[src/rtl/npc_bus_pkg.sv]
// Shared encodings for the NPC memory bus arbiter: FSM states, owner codes, reset values.
package npc_bus_pkg;

  // Arbiter FSM states
  typedef enum logic [1:0] {
    ST_IDLE = 2'd0,
    ST_REQ  = 2'd1,
    ST_WAIT = 2'd2
  } arb_state_e;

  // Which master owns the outstanding transaction
  localparam logic OWN_IFU = 1'b0;
  localparam logic OWN_LSU = 1'b1;

  // Value loaded into the captured address on reset (sliced to AW by users)
  localparam logic [63:0] ADDR_RST = 64'd0;

endpackage

[src/rtl/mem_arbiter_if.sv]
// Bus bundle between IFU/LSU, the arbiter and the memory slave.
// The "slave" modport is the arbiter's view (it serves the masters);
// the "master" modport is the surrounding system (IFU, LSU and memory).
interface mem_arbiter_if #(
  parameter int AW = 32,
  parameter int DW = 32
);
  // IFU (master 0)
  logic            m0_req;
  logic [AW-1:0]   m0_addr;
  logic            m0_gnt;
  logic            m0_rvalid;
  logic [DW-1:0]   m0_rdata;
  // LSU (master 1)
  logic            m1_req;
  logic            m1_we;
  logic [AW-1:0]   m1_addr;
  logic [DW-1:0]   m1_wdata;
  logic [DW/8-1:0] m1_wmask;
  logic            m1_gnt;
  logic            m1_rvalid;
  logic [DW-1:0]   m1_rdata;
  // Memory slave
  logic            s_req;
  logic            s_we;
  logic [AW-1:0]   s_addr;
  logic [DW-1:0]   s_wdata;
  logic [DW/8-1:0] s_wmask;
  logic            s_ready;
  logic            s_rvalid;
  logic [DW-1:0]   s_rdata;
  // Status
  logic            bus_err;

  modport slave (
    input  m0_req, m0_addr,
    input  m1_req, m1_we, m1_addr, m1_wdata, m1_wmask,
    input  s_ready, s_rvalid, s_rdata,
    output m0_gnt, m0_rvalid, m0_rdata,
    output m1_gnt, m1_rvalid, m1_rdata,
    output s_req, s_we, s_addr, s_wdata, s_wmask,
    output bus_err
  );

  modport master (
    output m0_req, m0_addr,
    output m1_req, m1_we, m1_addr, m1_wdata, m1_wmask,
    output s_ready, s_rvalid, s_rdata,
    input  m0_gnt, m0_rvalid, m0_rdata,
    input  m1_gnt, m1_rvalid, m1_rdata,
    input  s_req, s_we, s_addr, s_wdata, s_wmask,
    input  bus_err
  );
endinterface

[src/rtl/mem_arb_pick.sv]
// Combinational grant decision: LSU has priority, but once it has won
// MAX_LSU_STREAK times in a row while the IFU waited, the IFU goes next.
module mem_arb_pick
  import npc_bus_pkg::*;
#(
  parameter int MAX_LSU_STREAK = 4,
  parameter int SW             = 3
) (
  input  logic          en_i,
  input  logic          m0_req_i,
  input  logic          m1_req_i,
  input  logic [SW-1:0] streak_i,
  output logic          gnt0_o,
  output logic          gnt1_o
);

  localparam logic [SW-1:0] STREAK_MAX = SW'(MAX_LSU_STREAK);

  // Priority pick with the IFU anti-starvation override; the two grants are mutually exclusive
  always_comb begin
    gnt0_o = 1'b0;
    gnt1_o = 1'b0;
    if (en_i) begin
      case ({m0_req_i, m1_req_i})
        2'b01:   gnt1_o = 1'b1;
        2'b10:   gnt0_o = 1'b1;
        2'b11: begin
          if (streak_i == STREAK_MAX) begin
            gnt0_o = 1'b1;
          end else begin
            gnt1_o = 1'b1;
          end
        end
        default: begin
          gnt0_o = 1'b0;
          gnt1_o = 1'b0;
        end
      endcase
    end else begin
      gnt0_o = 1'b0;
      gnt1_o = 1'b0;
    end
  end

endmodule

[src/rtl/mem_arbiter.sv]
// Single-outstanding arbiter sharing one memory port between IFU (read-only)
// and LSU (read/write), with a response watchdog and sticky bus error flag.
module mem_arbiter
  import npc_bus_pkg::*;
#(
  parameter int AW             = 32,
  parameter int DW             = 32,
  parameter int MAX_LSU_STREAK = 4,
  parameter int TIMEOUT        = 255
) (
  input  logic          clk,
  input  logic          rst,
  mem_arbiter_if.slave  bus
);

  localparam int MW = DW / 8;
  localparam int SW = $clog2(MAX_LSU_STREAK + 1);
  localparam int TW = $clog2(TIMEOUT + 1);
  localparam logic [SW-1:0] STREAK_MAX = SW'(MAX_LSU_STREAK);
  localparam logic [TW-1:0] TIMEOUT_V  = TW'(TIMEOUT);

  arb_state_e    state_q,     state_d;
  logic          owner_q,     owner_d;
  logic          we_q,        we_d;
  logic [AW-1:0] addr_q,      addr_d;
  logic [DW-1:0] wdata_q,     wdata_d;
  logic [MW-1:0] wmask_q,     wmask_d;
  logic          s_req_q,     s_req_d;
  logic [SW-1:0] streak_q,    streak_d;
  logic [TW-1:0] wd_cnt_q,    wd_cnt_d;
  logic          m0_rvalid_q, m0_rvalid_d;
  logic          m1_rvalid_q, m1_rvalid_d;
  logic [DW-1:0] m0_rdata_q,  m0_rdata_d;
  logic [DW-1:0] m1_rdata_q,  m1_rdata_d;
  logic          bus_err_q,   bus_err_d;

  logic          arb_en_s;
  logic          gnt0_s;
  logic          gnt1_s;
  logic          complete_s;
  logic [DW-1:0] resp_s;
  logic [DW-1:0] resp_data_s;
  logic [TW-1:0] wd_next_s;

  // Grants are only offered while idle and never while reset is held
  assign arb_en_s  = (state_q == ST_IDLE) && !rst;
  assign wd_next_s = wd_cnt_q + TW'(1);

  mem_arb_pick #(
    .MAX_LSU_STREAK (MAX_LSU_STREAK),
    .SW             (SW)
  ) u_pick (
    .en_i     (arb_en_s),
    .m0_req_i (bus.m0_req),
    .m1_req_i (bus.m1_req),
    .streak_i (streak_q),
    .gnt0_o   (gnt0_s),
    .gnt1_o   (gnt1_s)
  );

  // Next-state: arbitration/capture in IDLE, slave handshake in REQ, response or watchdog in WAIT
  always_comb begin
    state_d     = state_q;
    owner_d     = owner_q;
    we_d        = we_q;
    addr_d      = addr_q;
    wdata_d     = wdata_q;
    wmask_d     = wmask_q;
    s_req_d     = 1'b0;
    streak_d    = streak_q;
    wd_cnt_d    = wd_cnt_q;
    m0_rvalid_d = 1'b0;
    m1_rvalid_d = 1'b0;
    m0_rdata_d  = m0_rdata_q;
    m1_rdata_d  = m1_rdata_q;
    bus_err_d   = bus_err_q;
    complete_s  = 1'b0;
    resp_s      = '0;
    resp_data_s = '0;

    case (state_q)
      ST_IDLE: begin
        if (gnt1_s) begin
          owner_d = OWN_LSU;
          we_d    = bus.m1_we;
          addr_d  = bus.m1_addr;
          wdata_d = bus.m1_wdata;
          wmask_d = bus.m1_wmask;
          s_req_d = 1'b1;
          state_d = ST_REQ;
          // Streak only counts LSU wins that kept a waiting IFU out
          if (bus.m0_req && (streak_q != STREAK_MAX)) begin
            streak_d = streak_q + SW'(1);
          end else begin
            streak_d = streak_q;
          end
        end else if (gnt0_s) begin
          owner_d  = OWN_IFU;
          we_d     = 1'b0;
          addr_d   = bus.m0_addr;
          wdata_d  = '0;
          wmask_d  = '0;
          s_req_d  = 1'b1;
          state_d  = ST_REQ;
          streak_d = '0;
        end else begin
          state_d = ST_IDLE;
        end
      end

      ST_REQ: begin
        if (bus.s_ready) begin
          if (bus.s_rvalid) begin
            complete_s = 1'b1;
            resp_s     = bus.s_rdata;
          end else begin
            state_d  = ST_WAIT;
            wd_cnt_d = '0;
          end
        end else begin
          s_req_d = 1'b1;
        end
      end

      ST_WAIT: begin
        if (bus.s_rvalid) begin
          complete_s = 1'b1;
          resp_s     = bus.s_rdata;
        end else if (wd_next_s == TIMEOUT_V) begin
          // Watchdog: finish the transaction with zero data and flag the error
          complete_s = 1'b1;
          resp_s     = '0;
          bus_err_d  = 1'b1;
        end else begin
          wd_cnt_d = wd_next_s;
        end
      end

      default: begin
        state_d = ST_IDLE;
      end
    endcase

    if (complete_s) begin
      state_d     = ST_IDLE;
      resp_data_s = we_q ? '0 : resp_s;
      if (owner_q == OWN_LSU) begin
        m1_rvalid_d = 1'b1;
        m1_rdata_d  = resp_data_s;
      end else begin
        m0_rvalid_d = 1'b1;
        m0_rdata_d  = resp_data_s;
      end
    end else begin
      resp_data_s = '0;
    end
  end

  // State, capture, watchdog and response registers; reset aborts any transaction
  always_ff @(posedge clk or posedge rst) begin
    if (rst) begin
      state_q     <= ST_IDLE;
      owner_q     <= OWN_IFU;
      we_q        <= 1'b0;
      addr_q      <= ADDR_RST[AW-1:0];
      wdata_q     <= '0;
      wmask_q     <= '0;
      s_req_q     <= 1'b0;
      streak_q    <= '0;
      wd_cnt_q    <= '0;
      m0_rvalid_q <= 1'b0;
      m1_rvalid_q <= 1'b0;
      m0_rdata_q  <= '0;
      m1_rdata_q  <= '0;
      bus_err_q   <= 1'b0;
    end else begin
      state_q     <= state_d;
      owner_q     <= owner_d;
      we_q        <= we_d;
      addr_q      <= addr_d;
      wdata_q     <= wdata_d;
      wmask_q     <= wmask_d;
      s_req_q     <= s_req_d;
      streak_q    <= streak_d;
      wd_cnt_q    <= wd_cnt_d;
      m0_rvalid_q <= m0_rvalid_d;
      m1_rvalid_q <= m1_rvalid_d;
      m0_rdata_q  <= m0_rdata_d;
      m1_rdata_q  <= m1_rdata_d;
      bus_err_q   <= bus_err_d;
    end
  end

  assign bus.m0_gnt    = gnt0_s;
  assign bus.m1_gnt    = gnt1_s;
  assign bus.m0_rvalid = m0_rvalid_q;
  assign bus.m1_rvalid = m1_rvalid_q;
  assign bus.m0_rdata  = m0_rdata_q;
  assign bus.m1_rdata  = m1_rdata_q;
  assign bus.s_req     = s_req_q;
  assign bus.s_we      = we_q;
  assign bus.s_addr    = addr_q;
  assign bus.s_wdata   = wdata_q;
  assign bus.s_wmask   = wmask_q;
  assign bus.bus_err   = bus_err_q;

endmodule

[src/flat_wrapper.sv]
// flat-port wrapper written by rule: the top's interface ports become plain ports
module mem_arbiter_flat import npc_bus_pkg::*;
#(
  parameter int AW             = 32,
  parameter int DW             = 32,
  parameter int MAX_LSU_STREAK = 4,
  parameter int TIMEOUT        = 255
)
  (clk, rst, bus_m0_req, bus_m0_addr, bus_m1_req, bus_m1_we, bus_m1_addr, bus_m1_wdata, bus_m1_wmask, bus_s_ready, bus_s_rvalid, bus_s_rdata, bus_m0_gnt, bus_m0_rvalid, bus_m0_rdata, bus_m1_gnt, bus_m1_rvalid, bus_m1_rdata, bus_s_req, bus_s_we, bus_s_addr, bus_s_wdata, bus_s_wmask, bus_bus_err);
  mem_arbiter_if #(.AW(AW), .DW(DW)) bus_i ();
  input  logic clk;
  input  logic rst;
  input wire logic [$bits(bus_i.m0_req)-1:0] bus_m0_req;
  input wire logic [$bits(bus_i.m0_addr)-1:0] bus_m0_addr;
  input wire logic [$bits(bus_i.m1_req)-1:0] bus_m1_req;
  input wire logic [$bits(bus_i.m1_we)-1:0] bus_m1_we;
  input wire logic [$bits(bus_i.m1_addr)-1:0] bus_m1_addr;
  input wire logic [$bits(bus_i.m1_wdata)-1:0] bus_m1_wdata;
  input wire logic [$bits(bus_i.m1_wmask)-1:0] bus_m1_wmask;
  input wire logic [$bits(bus_i.s_ready)-1:0] bus_s_ready;
  input wire logic [$bits(bus_i.s_rvalid)-1:0] bus_s_rvalid;
  input wire logic [$bits(bus_i.s_rdata)-1:0] bus_s_rdata;
  output wire logic [$bits(bus_i.m0_gnt)-1:0] bus_m0_gnt;
  output wire logic [$bits(bus_i.m0_rvalid)-1:0] bus_m0_rvalid;
  output wire logic [$bits(bus_i.m0_rdata)-1:0] bus_m0_rdata;
  output wire logic [$bits(bus_i.m1_gnt)-1:0] bus_m1_gnt;
  output wire logic [$bits(bus_i.m1_rvalid)-1:0] bus_m1_rvalid;
  output wire logic [$bits(bus_i.m1_rdata)-1:0] bus_m1_rdata;
  output wire logic [$bits(bus_i.s_req)-1:0] bus_s_req;
  output wire logic [$bits(bus_i.s_we)-1:0] bus_s_we;
  output wire logic [$bits(bus_i.s_addr)-1:0] bus_s_addr;
  output wire logic [$bits(bus_i.s_wdata)-1:0] bus_s_wdata;
  output wire logic [$bits(bus_i.s_wmask)-1:0] bus_s_wmask;
  output wire logic [$bits(bus_i.bus_err)-1:0] bus_bus_err;
  assign bus_i.m0_req = bus_m0_req;
  assign bus_i.m0_addr = bus_m0_addr;
  assign bus_i.m1_req = bus_m1_req;
  assign bus_i.m1_we = bus_m1_we;
  assign bus_i.m1_addr = bus_m1_addr;
  assign bus_i.m1_wdata = bus_m1_wdata;
  assign bus_i.m1_wmask = bus_m1_wmask;
  assign bus_i.s_ready = bus_s_ready;
  assign bus_i.s_rvalid = bus_s_rvalid;
  assign bus_i.s_rdata = bus_s_rdata;
  assign bus_m0_gnt = bus_i.m0_gnt;
  assign bus_m0_rvalid = bus_i.m0_rvalid;
  assign bus_m0_rdata = bus_i.m0_rdata;
  assign bus_m1_gnt = bus_i.m1_gnt;
  assign bus_m1_rvalid = bus_i.m1_rvalid;
  assign bus_m1_rdata = bus_i.m1_rdata;
  assign bus_s_req = bus_i.s_req;
  assign bus_s_we = bus_i.s_we;
  assign bus_s_addr = bus_i.s_addr;
  assign bus_s_wdata = bus_i.s_wdata;
  assign bus_s_wmask = bus_i.s_wmask;
  assign bus_bus_err = bus_i.bus_err;
  mem_arbiter #(.AW(AW), .DW(DW), .MAX_LSU_STREAK(MAX_LSU_STREAK), .TIMEOUT(TIMEOUT)) u_core (.clk(clk), .rst(rst), .bus(bus_i));
endmodule
[config.mk]
export PLATFORM = sky130hd
export DESIGN_NAME = mem_arbiter_flat
export DESIGN_NICKNAME = d
export VERILOG_FILES = /design/src/rtl/npc_bus_pkg.sv /design/src/rtl/mem_arbiter_if.sv /design/src/rtl/mem_arb_pick.sv /design/src/rtl/mem_arbiter.sv /design/src/flat_wrapper.sv
export SDC_FILE = /design/constraint.sdc
export NUM_CORES = 1
export LEC_CHECK = 0
export CAP_MARGIN = 20
export CORE_MARGIN = 4
export CORE_UTILIZATION = 45
export DETAILED_ROUTE_END_ITERATION = 8
export GPL_TIMING_DRIVEN = 1
export PLACE_DENSITY = 0.85
export REMOVE_ABC_BUFFERS = 1
export SYNTH_ARGS = -nofsm -noshare
export SYNTH_HDL_FRONTEND = slang
export SYNTH_SLANG_ARGS = --single-unit
[constraint.sdc]
create_clock -name clk -period 9.2 [get_ports clk]
set_input_delay 1.84 -clock clk [delete_from_list [all_inputs] [get_ports clk]]
set_output_delay 1.84 -clock clk [all_outputs]
set_load 0.005 [all_outputs]
==> metrics.cfg, run 1 <==
[final_layout]
multi_input_area_um2 = 2120
finalNetCount = 899
drive_gt1_frac = 0.0614
area_growth_pct = 57.6
seq_area_um2 = 3780
fin_cells = 942
fill_cells = 877
design_area_um2 = 9600

[clocking]
cts_root_buf = clkbuf_16
cts_max_level = 4
cts_tree = yes
insertion_delay_ns = 0.42
numCtsBuffers = 17
ctsLongestPathBuffers = 2
ctsResizeCount = 0
cts.sinks = 151
cts.clk_slew.worst_paths_ns = 0.06
cts_setup_buffers = 0
postCtsHoldBufs = 0

[sta]
fin_crit_sh = 0.649
tightest_slew_ns = 0.818
min_period_ns = 5.97
drv_slew = 0
skew_ns = 0.0111
rsz0062_at_grt = no
fin_ws_ns = 3.23
hold_viol_final = 0
max_freq_mhz = 168
whs_ns = 0.459
setup_viol = 0
fin_setup_tns_ns = 0
relSlewSlack = 0.455

[global_route]
track_usage = 0.253
grt_max_degree = 95
grt_pass1_wl_mm = 30.7
antenna_found_initial = 1
grt.overflow.total = 0
grt_pass1_vias = 5548

[outcome]
status = complete, no violations

[logic_synthesis]
synth-compound-area-share = 0.210
ys_types = 38
syn_inst = 479
netlist_area_um2 = 6090
syn_avg_cell_area_um2 = 12.7
synth-simple-area-share = 0.0563
yosys.area.top_type_share = 0.620
synth_top_area_cell = dfrtp_1
synth.top_cells.by_area = dfrtp_1 (62%), a22o_1 (15%), mux2i_1 (5.6%)
synthMuxAreaShare = 0.0559
ys_seq_area_frac = 0.620
yosysWarnings = 0
synth_xor_area_frac = 0.00431
synth_top_family_by_area = compound AO/OA/AOI/OAI gates
ys_ff_latch = 151
synthAdderAreaFrac = 0.0164

[power_and_ir_drop]
p_clk_frac = 0.220
p_leak_nw = 4.39
vdd_drop_max_mv = 0.185
pwr-share-seq = 0.386
combPwrFrac = 0.394
p_sw_frac = 0.303
switchingPower_w = 0.000887
internal-power_w = 0.00204
power.density_nw_per_um2 = 304

[setup_path]
cp.arrival_ns = 4.13
r2r_start = u_core.state_q[0]
start_kind = input port
crit_fanout = 39
cp-startpoint = rst
required_ns = 7.36
crit_type = input port to primary output
cp-end-kind = primary output

[route]
dr.max_layer_used = met4
via_per_inst = 5.47
firstDrtPassIters = 6
route.met3.wl_mm = 1.06
wl_met2_mm = 10.6
routed_wirelength_mm = 19.5
drt_iter0_markers = 327
vias = 5150
drc = 0
ant_nets = 0
wl_per_cell_um = 20.7
wl_met1_mm = 7.23

[floorplanning]
rows = 42
core_um2 = 13200
die_y_um = 124
die_area_um2 = 15500
fp.dieW_um = 124
io-pin-count = 278
start_util = 0.460

[place]
place.gp.congestion = 0.907
place_area_um2 = 9000
place_ws_ns = 2.48
placedCellCount = 907
io_buffers = 277
post-dp-hpwl_mm = 14.0

[flow_run]
cap_violations = 0

[hold_path]
hold_path_class = register to register
hold_path_startpoint = u_core.bus.bus_err

## through the flow
stage | utilization | total power (W)
6_report | 0.725 | 0.00292
5_1_grt | 0.725 | 0.00308
4_1_cts | 0.721 | 0.00294
3_5_place_dp | 0.680 | 0.00228
3_3_place_gp | 0.680 | 0.00223
2_1_floorplan | - | 0.00152
## worst paths after layout
check / slack (ns) / depth (start not counted) / end
setup / recovery: 3.23 / 6 / bus_m1_gnt
hold / removal: 0.46 / 1 / u_core.bus.bus_err
setup reg to reg: 6.35 / 7 / u_core.bus.m1_rdata[24]
hold reg to reg: 0.46 / 1 / u_core.bus.bus_err
max in group asynchronous: 5.92 / 3 / u_core.owner_q
min in group asynchronous: 2.02 / 2 / u_core.bus.s_wdata[9]
## per-layer routing
layer	global-route usage	vias to the layer above
met4	0.109	0
met3	0.0682	38
met2	0.449	194
li1	-	2323
met1	0.284	2595
met5	0	-
## layout make-up
cell class / count / area share
antenna: 1 / 0.000261
sequential: 151 / 0.394
inverter: 15 / 0.00639
timing repair buffer: 286 / 0.299
tap: 176 / 0.0229
clock buffer: 22 / 0.0494
multi-input combinational: 281 / 0.221
clock inverter: 10 / 0.00756
## layout by cell type, fill, tap and decap left out, types with 3 or more instances in the layout
cell / n
nor2_1: 5
clkdlybuf4s50_1: 277
a22o_1: 101
nor2b_1: 3
o21ai_0: 37
nand4_1: 3
buf_4: 7
o41ai_1: 3
nand3_1: 5
a21oi_1: 5
nand2_1: 39
dfrtp_1: 151
ha_1: 8
xor2_1: 3
clkinv_4: 3
inv_1: 14
clkinvlp_4: 3
clkbuf_8: 3
mux2i_1: 34
clkbuf_16: 17
nand2b_1: 3
clkinv_2: 3
or3_1: 3
## flip-flops by register name (all words and copies together) (netlist names)
register	count
u_core.bus.m0_rdata	32
u_core.bus.m1_rdata	32
u_core.bus.s_addr	32
u_core.bus.s_wdata	32
u_core.wd_cnt_q	8
u_core.bus.s_wmask	4
u_core.streak_q	3
u_core.state_q	2
u_core.bus.bus_err	1
u_core.bus.m0_rvalid	1
u_core.bus.m1_rvalid	1
u_core.bus.s_req	1
u_core.bus.s_we	1
u_core.owner_q	1
## cell families after synthesis
group,Yosys count
AOI/OAI and AO/OA,164
DFF,151
and+or+nand+nor,72
buffers and inverters,47
muxes,34
adders and majority gates,8
xor gates and xnor gates,3
## power groups by stage
stage,Sequential [W],Clock (W),Combinational [W]
after floorplan,0.00113,0,0.000392
after global placement,0.00111,0,0.00112
after detailed placement,0.00113,0,0.00115
after CTS,0.00113,0.000650,0.00116
after global routing,0.00116,0.000684,0.00123
final,0.00113,0.000643,0.00115
## cell usage after synthesis (all sizes together)
cell type	count
a2111oi	1
a21boi	2
a21o	2
a21oi	5
a22o	101
and2	2
and3	2
and3b	1
buf	9
clkbuf	23
dfrtp	151
ha	8
inv	15
mux2i	34
nand2	39
nand2b	3
nand3	6
nand3b	1
nand4	3
nor2	5
nor2b	3
nor3	1
nor4b	3
o2111ai	2
o21a	1
o21ai	41
o221ai	1
o22a	1
o2bb2ai	2
o31ai	2
o41ai	3
or3	3
xor2	3
## critical path, stage by stage
cell	delay (ns)
clkdlybuf4s50_1	0.49
nor2b_1	0.40
nand3_2	0.29
inv_1	0.11
buf_4	0.39
clkdlybuf4s50_1	0.59
(Power assumes the default switching activity.)
==> run 2, diff against run 1 <==
--- a/config.mk
+++ b/config.mk
@@ -7,10 +7,10 @@
 export LEC_CHECK = 0
 export CAP_MARGIN = 20
 export CORE_MARGIN = 4
-export CORE_UTILIZATION = 45
+export CORE_UTILIZATION = 38
 export DETAILED_ROUTE_END_ITERATION = 8
 export GPL_TIMING_DRIVEN = 1
-export PLACE_DENSITY = 0.85
+export PLACE_DENSITY = 0.76
 export REMOVE_ABC_BUFFERS = 1
 export SYNTH_ARGS = -nofsm -noshare
 export SYNTH_HDL_FRONTEND = slang
==> constraint.sdc (replaced) <==
create_clock -name clk -period 5.44 [get_ports clk]
set_input_delay 1.088 -clock clk [delete_from_list [all_inputs] [get_ports clk]]
set_output_delay 1.088 -clock clk [all_outputs]
set_load 0.005 [all_outputs]
==> metrics.cfg, run 2 (synthesized netlist as in run 1, its figures left out) <==
[place]
post-dp-hpwl_mm = 12.8  ; was 14.0 mm
placedCellCount = 949  ; was 907
place.gp.congestion = 0.836  ; was 0.907
io_buffers = 277  ; unchanged
place_ws_ns = 1.43  ; was 2.48 ns

[outcome]
status = complete, no violations  ; unchanged

[route]
firstDrtPassIters = 5  ; was 6
vias = 5022  ; was 5,150
drt_iter0_markers = 288  ; was 327
wl_per_cell_um = 18.1  ; was 20.7 um
via_per_inst = 5.12  ; was 5.47
ant_nets = 0  ; unchanged
routed_wirelength_mm = 17.8  ; was 19.5 mm
drc = 0  ; unchanged

[sta]
hold_viol_final = 0  ; unchanged
fin_ws_ns = 1.41  ; was 3.23 ns
max_freq_mhz = 248
relSlewSlack = 0.315  ; was 0.455
min_period_ns = 4.03
fin_crit_sh = 0.741
whs_ns = 0.465  ; was 0.459 ns
rsz0062_at_grt = no  ; unchanged
drv_slew = 0  ; unchanged
tightest_slew_ns = 1.02  ; was 0.818 ns
setup_viol = 0  ; unchanged
skew_ns = 0.0122  ; was 0.0111 ns

[clocking]
numCtsBuffers = 17  ; unchanged
ctsLongestPathBuffers = 2  ; unchanged
cts_setup_buffers = 0  ; unchanged
cts.sinks = 151  ; unchanged
cts.clk_slew.worst_paths_ns = 0.06  ; about the same
cts_root_buf = clkbuf_16  ; unchanged
ctsResizeCount = 0  ; unchanged
cts_max_level = 4  ; unchanged
insertion_delay_ns = 0.42  ; about the same
postCtsHoldBufs = 0  ; unchanged
cts_tree = yes  ; unchanged

[final_layout]
finalNetCount = 899  ; unchanged
drive_gt1_frac = 0.0627  ; was 0.0614
most-common-layout-cells = clkdlybuf4s50_1 (277), dfrtp_1 (151), a22o_1 (101)  ; unchanged
final_common_cell = clkdlybuf4s50_1  ; unchanged
area_growth_pct = 59.2  ; was 57.6%
fin_cells = 981  ; was 942
diodes = 0  ; was 1

[power_and_ir_drop]
power.density_nw_per_um2 = 518  ; was 304 nW/um^2
p_leak_nw = 4.42  ; was 4.39 nW
vdd_drop_max_mv = 0.305  ; was 0.185 mV

[floorplanning]
die_y_um = 135  ; was 124 um
start_util = 0.386  ; was 0.460
die_area_um2 = 18100  ; was 15,500 um^2
core_um2 = 15800  ; was 13,200 um^2
io-pin-count = 278  ; unchanged
rows = 46  ; was 42
fp.dieW_um = 135  ; was 124 um

[global_route]
grt_util_met1 = 0.224  ; was 0.284
track_usage = 0.203  ; was 0.253
grt_pass1_wl_mm = 29.0  ; was 30.7 mm
grt_pass1_vias = 5525  ; was 5,548
use_met3 = 0.0808  ; was 0.0682
met2_usage = 0.351  ; was 0.449
antenna_found_initial = 0  ; was 1
grt.overflow.total = 0  ; unchanged
top_usage_layer = met2  ; unchanged
grt_max_degree = 73  ; was 95

[hold_path]
hold_path_class = register to register  ; unchanged

[setup_path]
start_kind = input port  ; unchanged
crit_type = input port to primary output  ; unchanged
cp.arrival_ns = 2.94  ; was 4.13 ns
max_stage_delay_ns = 0.58  ; was 0.59 ns
crit_family = buffers and inverters  ; unchanged
crit_fanout = 4  ; was 39
cp_num_buf_inv = 2  ; was 4
path_cells = clkdlybuf4s50_1, nor2b_1, nand2_1, a21oi_1, clkdlybuf4s50_1  ; was clkdlybuf4s50_1, nor2b_1, nand3_2, inv_1, buf_4, clkdlybuf4s50_1
cp-end-kind = primary output  ; unchanged
cp_common_cell = clkdlybuf4s50_1  ; unchanged
required_ns = 4.35  ; was 7.36 ns
crit_path_top_delay_cell = clkdlybuf4s50_1  ; unchanged

[flow_run]
cap_violations = 0  ; unchanged

[run 2: metal layers]
metal  vias up  wire (um)
li1       2315          -
met1      2484       6680
met2       191       9110
met3        32       1480
met4         0        531
met5         -          0
[run 2: final cells by class]
cell class	count	area (um^2)
inverters	15	61.3
well taps	216	270
multi-input cells	281	2120
repair buffers	286	2840
flip-flops and latches	151	3780
fillers	1247	6070
clock inverters	11	160
clock buffers	21	470
[run 2: worst register-to-register path, delay by kind of cell (launching register included)]
family | cells | cell delay, ns
AO/OA/AOI/OAI | 3 | 1.14
buffers and inverters | 2 | 0.39
flip-flops | 1 | 0.40
AND/OR/NAND/NOR | 1 | 0.22
adder cells (fa/ha/maj) | 1 | 0.36
[run 2: final timing paths]
kind | cells past startpoint | start | endpoint | slack, ns
max in group asynchronous | 3 | rst | u_core.bus.s_addr[16] | 3.24
max reg2reg | 7 | u_core.state_q[0] | u_core.bus.m1_rdata[2] | 2.82
max | 5 | rst | bus_m0_gnt | 1.41
min | 1 | u_core.bus.bus_err | u_core.bus.bus_err | 0.47
min reg2reg | 1 | u_core.bus.bus_err | u_core.bus.bus_err | 0.47
min in group asynchronous | 2 | rst | u_core.bus.s_we | 1.20
[run 2: power breakdown]
| part | leakage (nW) | total [W] | switching, W | internal (W) |
|---|---|---|---|---|
| registers | 1.95 | 0.00189 | 0.000295 | 0.00160 |
| clock network | 0.303 | 0.00124 | 0.000469 | 0.000769 |
| logic | 2.16 | 0.00190 | 0.000683 | 0.00121 |
| total | 4.42 | 0.00503 | 0.00145 | 0.00358 |
[run 2: per-stage QoR]
step	util	setup TNS (ns)	total power, W	cell area [um^2]
2_1_floorplan	-	-82.37	0.00257	5930
3_5_place_dp	0.575	0	0.00382	9070
3_3_place_gp	0.575	0	0.00375	9070
4_1_cts	0.615	0	0.00509	9700
6_report	0.615	0	0.00503	9700
5_1_grt	0.615	0	0.00534	9700
==> run 3, diff against run 2 <==
--- a/config.mk
+++ b/config.mk
@@ -7,10 +7,10 @@
 export LEC_CHECK = 0
 export CAP_MARGIN = 20
 export CORE_MARGIN = 4
-export CORE_UTILIZATION = 38
+export CORE_UTILIZATION = 42
 export DETAILED_ROUTE_END_ITERATION = 8
 export GPL_TIMING_DRIVEN = 1
-export PLACE_DENSITY = 0.76
+export PLACE_DENSITY = 0.8
 export REMOVE_ABC_BUFFERS = 1
 export SYNTH_ARGS = -nofsm -noshare
 export SYNTH_HDL_FRONTEND = slang
==> constraint.sdc (replaced) <==
create_clock -name clk -period 3.9 [get_ports clk]
set_input_delay 0.78 -clock clk [delete_from_list [all_inputs] [get_ports clk]]
set_output_delay 0.78 -clock clk [all_outputs]
set_load 0.005 [all_outputs]
==> metrics.cfg, run 3 (synthesized netlist as in run 1, its figures left out) <==
[floorplanning]
core_um2 = 14000  ; was 15,800 um^2
start_util = 0.434  ; was 0.386
io-pin-count = 278  ; unchanged
rows = 43  ; was 46
die_y_um = 128  ; was 135 um
fp.dieW_um = 128  ; was 135 um
die_area_um2 = 16500  ; was 18,100 um^2

[sta]
relSlewSlack = 0.531  ; was 0.315
rsz0062_at_grt = no  ; unchanged
max_freq_mhz = 294
min_period_ns = 3.40
tightest_slew_ns = 0.704  ; was 1.02 ns
setup_viol = 0  ; unchanged
drv_slew = 0  ; unchanged
fin_crit_sh = 0.873
skew_ns = 0.00953  ; was 0.0122 ns
hold_viol_final = 0  ; unchanged

[place]
placedCellCount = 914  ; was 949
post-dp-hpwl_mm = 14.2  ; was 12.8 mm
io_buffers = 277  ; unchanged
place.gp.congestion = 0.861  ; was 0.836

[setup_path]
cp-end-kind = primary output  ; unchanged
crit_type = input port to primary output  ; unchanged
cp-startpoint = rst  ; unchanged
r2r_start = u_core.state_q[0]  ; unchanged
start_kind = input port  ; unchanged
crit_fanout = 4  ; unchanged
cp.arrival_ns = 2.62  ; was 2.94 ns
required_ns = 3.12  ; was 4.35 ns

[power_and_ir_drop]
power.density_nw_per_um2 = 714  ; was 518 nW/um^2
power_w = 0.00683  ; was 0.00503 W
vdd_drop_max_mv = 0.363  ; was 0.305 mV
p_leak_nw = 4.37  ; was 4.42 nW

[global_route]
top_usage_layer = met2  ; unchanged
antenna_found_initial = 0  ; unchanged
met2_usage = 0.409  ; was 0.351
use_met3 = 0.0710  ; was 0.0808
grt.overflow.total = 0  ; unchanged
grt_max_degree = 104  ; was 73
track_usage = 0.238  ; was 0.203
grt_util_met1 = 0.277  ; was 0.224
grt_pass1_vias = 5618  ; was 5,525
grt_pass1_wl_mm = 30.2  ; was 29.0 mm

[clocking]
cts_root_buf = clkbuf_16  ; unchanged
cts_max_level = 4  ; unchanged
insertion_delay_ns = 0.42  ; about the same
ctsResizeCount = 0  ; unchanged
ctsLongestPathBuffers = 2  ; unchanged
cts.clk_slew.worst_paths_ns = 0.06  ; about the same
cts_setup_buffers = 0  ; unchanged
cts.sinks = 151  ; unchanged
postCtsHoldBufs = 0  ; unchanged
cts_tree = yes  ; unchanged
numCtsBuffers = 17  ; unchanged

[final_layout]
final_common_cell = clkdlybuf4s50_1  ; unchanged
multi_input_area_um2 = 2120  ; unchanged
most-common-layout-cells = clkdlybuf4s50_1 (277), dfrtp_1 (151), a22o_1 (101)  ; unchanged
seq_area_um2 = 3780  ; unchanged
area_growth_pct = 57.1  ; was 59.2%
diodes = 0  ; unchanged
drive_gt1_frac = 0.0614  ; was 0.0627
finalNetCount = 900  ; was 899
fill_cells = 996  ; was 1,247
fin_cells = 946  ; was 981

[route]
ant_nets = 0  ; unchanged
firstDrtPassIters = 4  ; was 5
vias = 5067  ; was 5,022
drt_iter0_markers = 389  ; was 288
via_per_inst = 5.36  ; was 5.12
wl_per_cell_um = 20.5  ; was 18.1 um
drc = 0  ; unchanged
routed_wirelength_mm = 19.4  ; was 17.8 mm

[hold_path]
hold_path_startpoint = u_core.bus.bus_err  ; unchanged
hold_path_class = register to register  ; unchanged

[flow_run]
cap_violations = 0  ; unchanged

[outcome]
status = complete, no violations  ; unchanged

-- run 3: changes by cell type in the layout (fill, tap and decap cells not counted), sizes merged --
cell      delta
clkinvlp     +2
inv          -3
buf          +1
clkinv       +4
bufinv       -3
-- run 3: power by group --
part | internal (W) | switching (W) | total (W)
Clock | 0.000829 | 0.000634 | 0.00146
Combinational | 0.00170 | 0.00101 | 0.00271
Sequential | 0.00223 | 0.000425 | 0.00266
Total | 0.00476 | 0.00207 | 0.00683
-- run 3: metal layers --
layer,wire [um],up-vias,part of all wire
met1,7170,2500,0.37
met2,10200,201,0.53
met3,1230,47,0.063
met5,0,-,0
li1,-,2319,-
met4,760,0,0.039
-- run 3: area by class of cell --
| cell class | count | share of cell area |
|---|---|---|
| Multi-Input combinational cell | 281 | 0.221 |
| Tap cell | 180 | 0.0235 |
| Timing Repair Buffer | 287 | 0.299 |
| Clock buffer | 21 | 0.0471 |
| Inverter | 15 | 0.00641 |
| Clock inverter | 11 | 0.00797 |
| Sequential cell | 151 | 0.395 |
-- run 3: critical path, cell delays in order --
cell and delay, ns:
clkdlybuf4s50_1 0.49, nor2b_1 0.40, nand2_1 0.17, a21oi_1 0.24
clkdlybuf4s50_1 0.54
-- run 3: worst paths after layout --
kind	slack, ns	to	depth (start not counted)
max in group asynchronous	2.11	u_core.bus.s_addr[20]	3
hold / removal	0.46	u_core.bus.bus_err	1
setup / recovery	0.50	bus_m0_gnt	5
setup reg to reg	1.30	u_core.bus.m1_rdata[12]	7
min in group asynchronous	0.90	u_core.bus.s_addr[16]	2
hold reg to reg	0.46	u_core.bus.bus_err	1
-- run 3: metrics by stage --
step | setup TNS [ns] | hold WS (ns) | util | instance area, um^2 | setup WS [ns]
finish | 0 | 0.463 | 0.682 | 9570 | 0.497
detailed placement | 0 | 0.453 | 0.644 | 9040 | 0.489
global route | 0 | 0.488 | 0.682 | 9570 | 0.389
CTS | 0 | 0.466 | 0.682 | 9570 | 0.494
global placement | 0 | 0.447 | 0.644 | 9040 | 0.597
floorplan | -317.96 | 0.451 | - | 5930 | -2.54
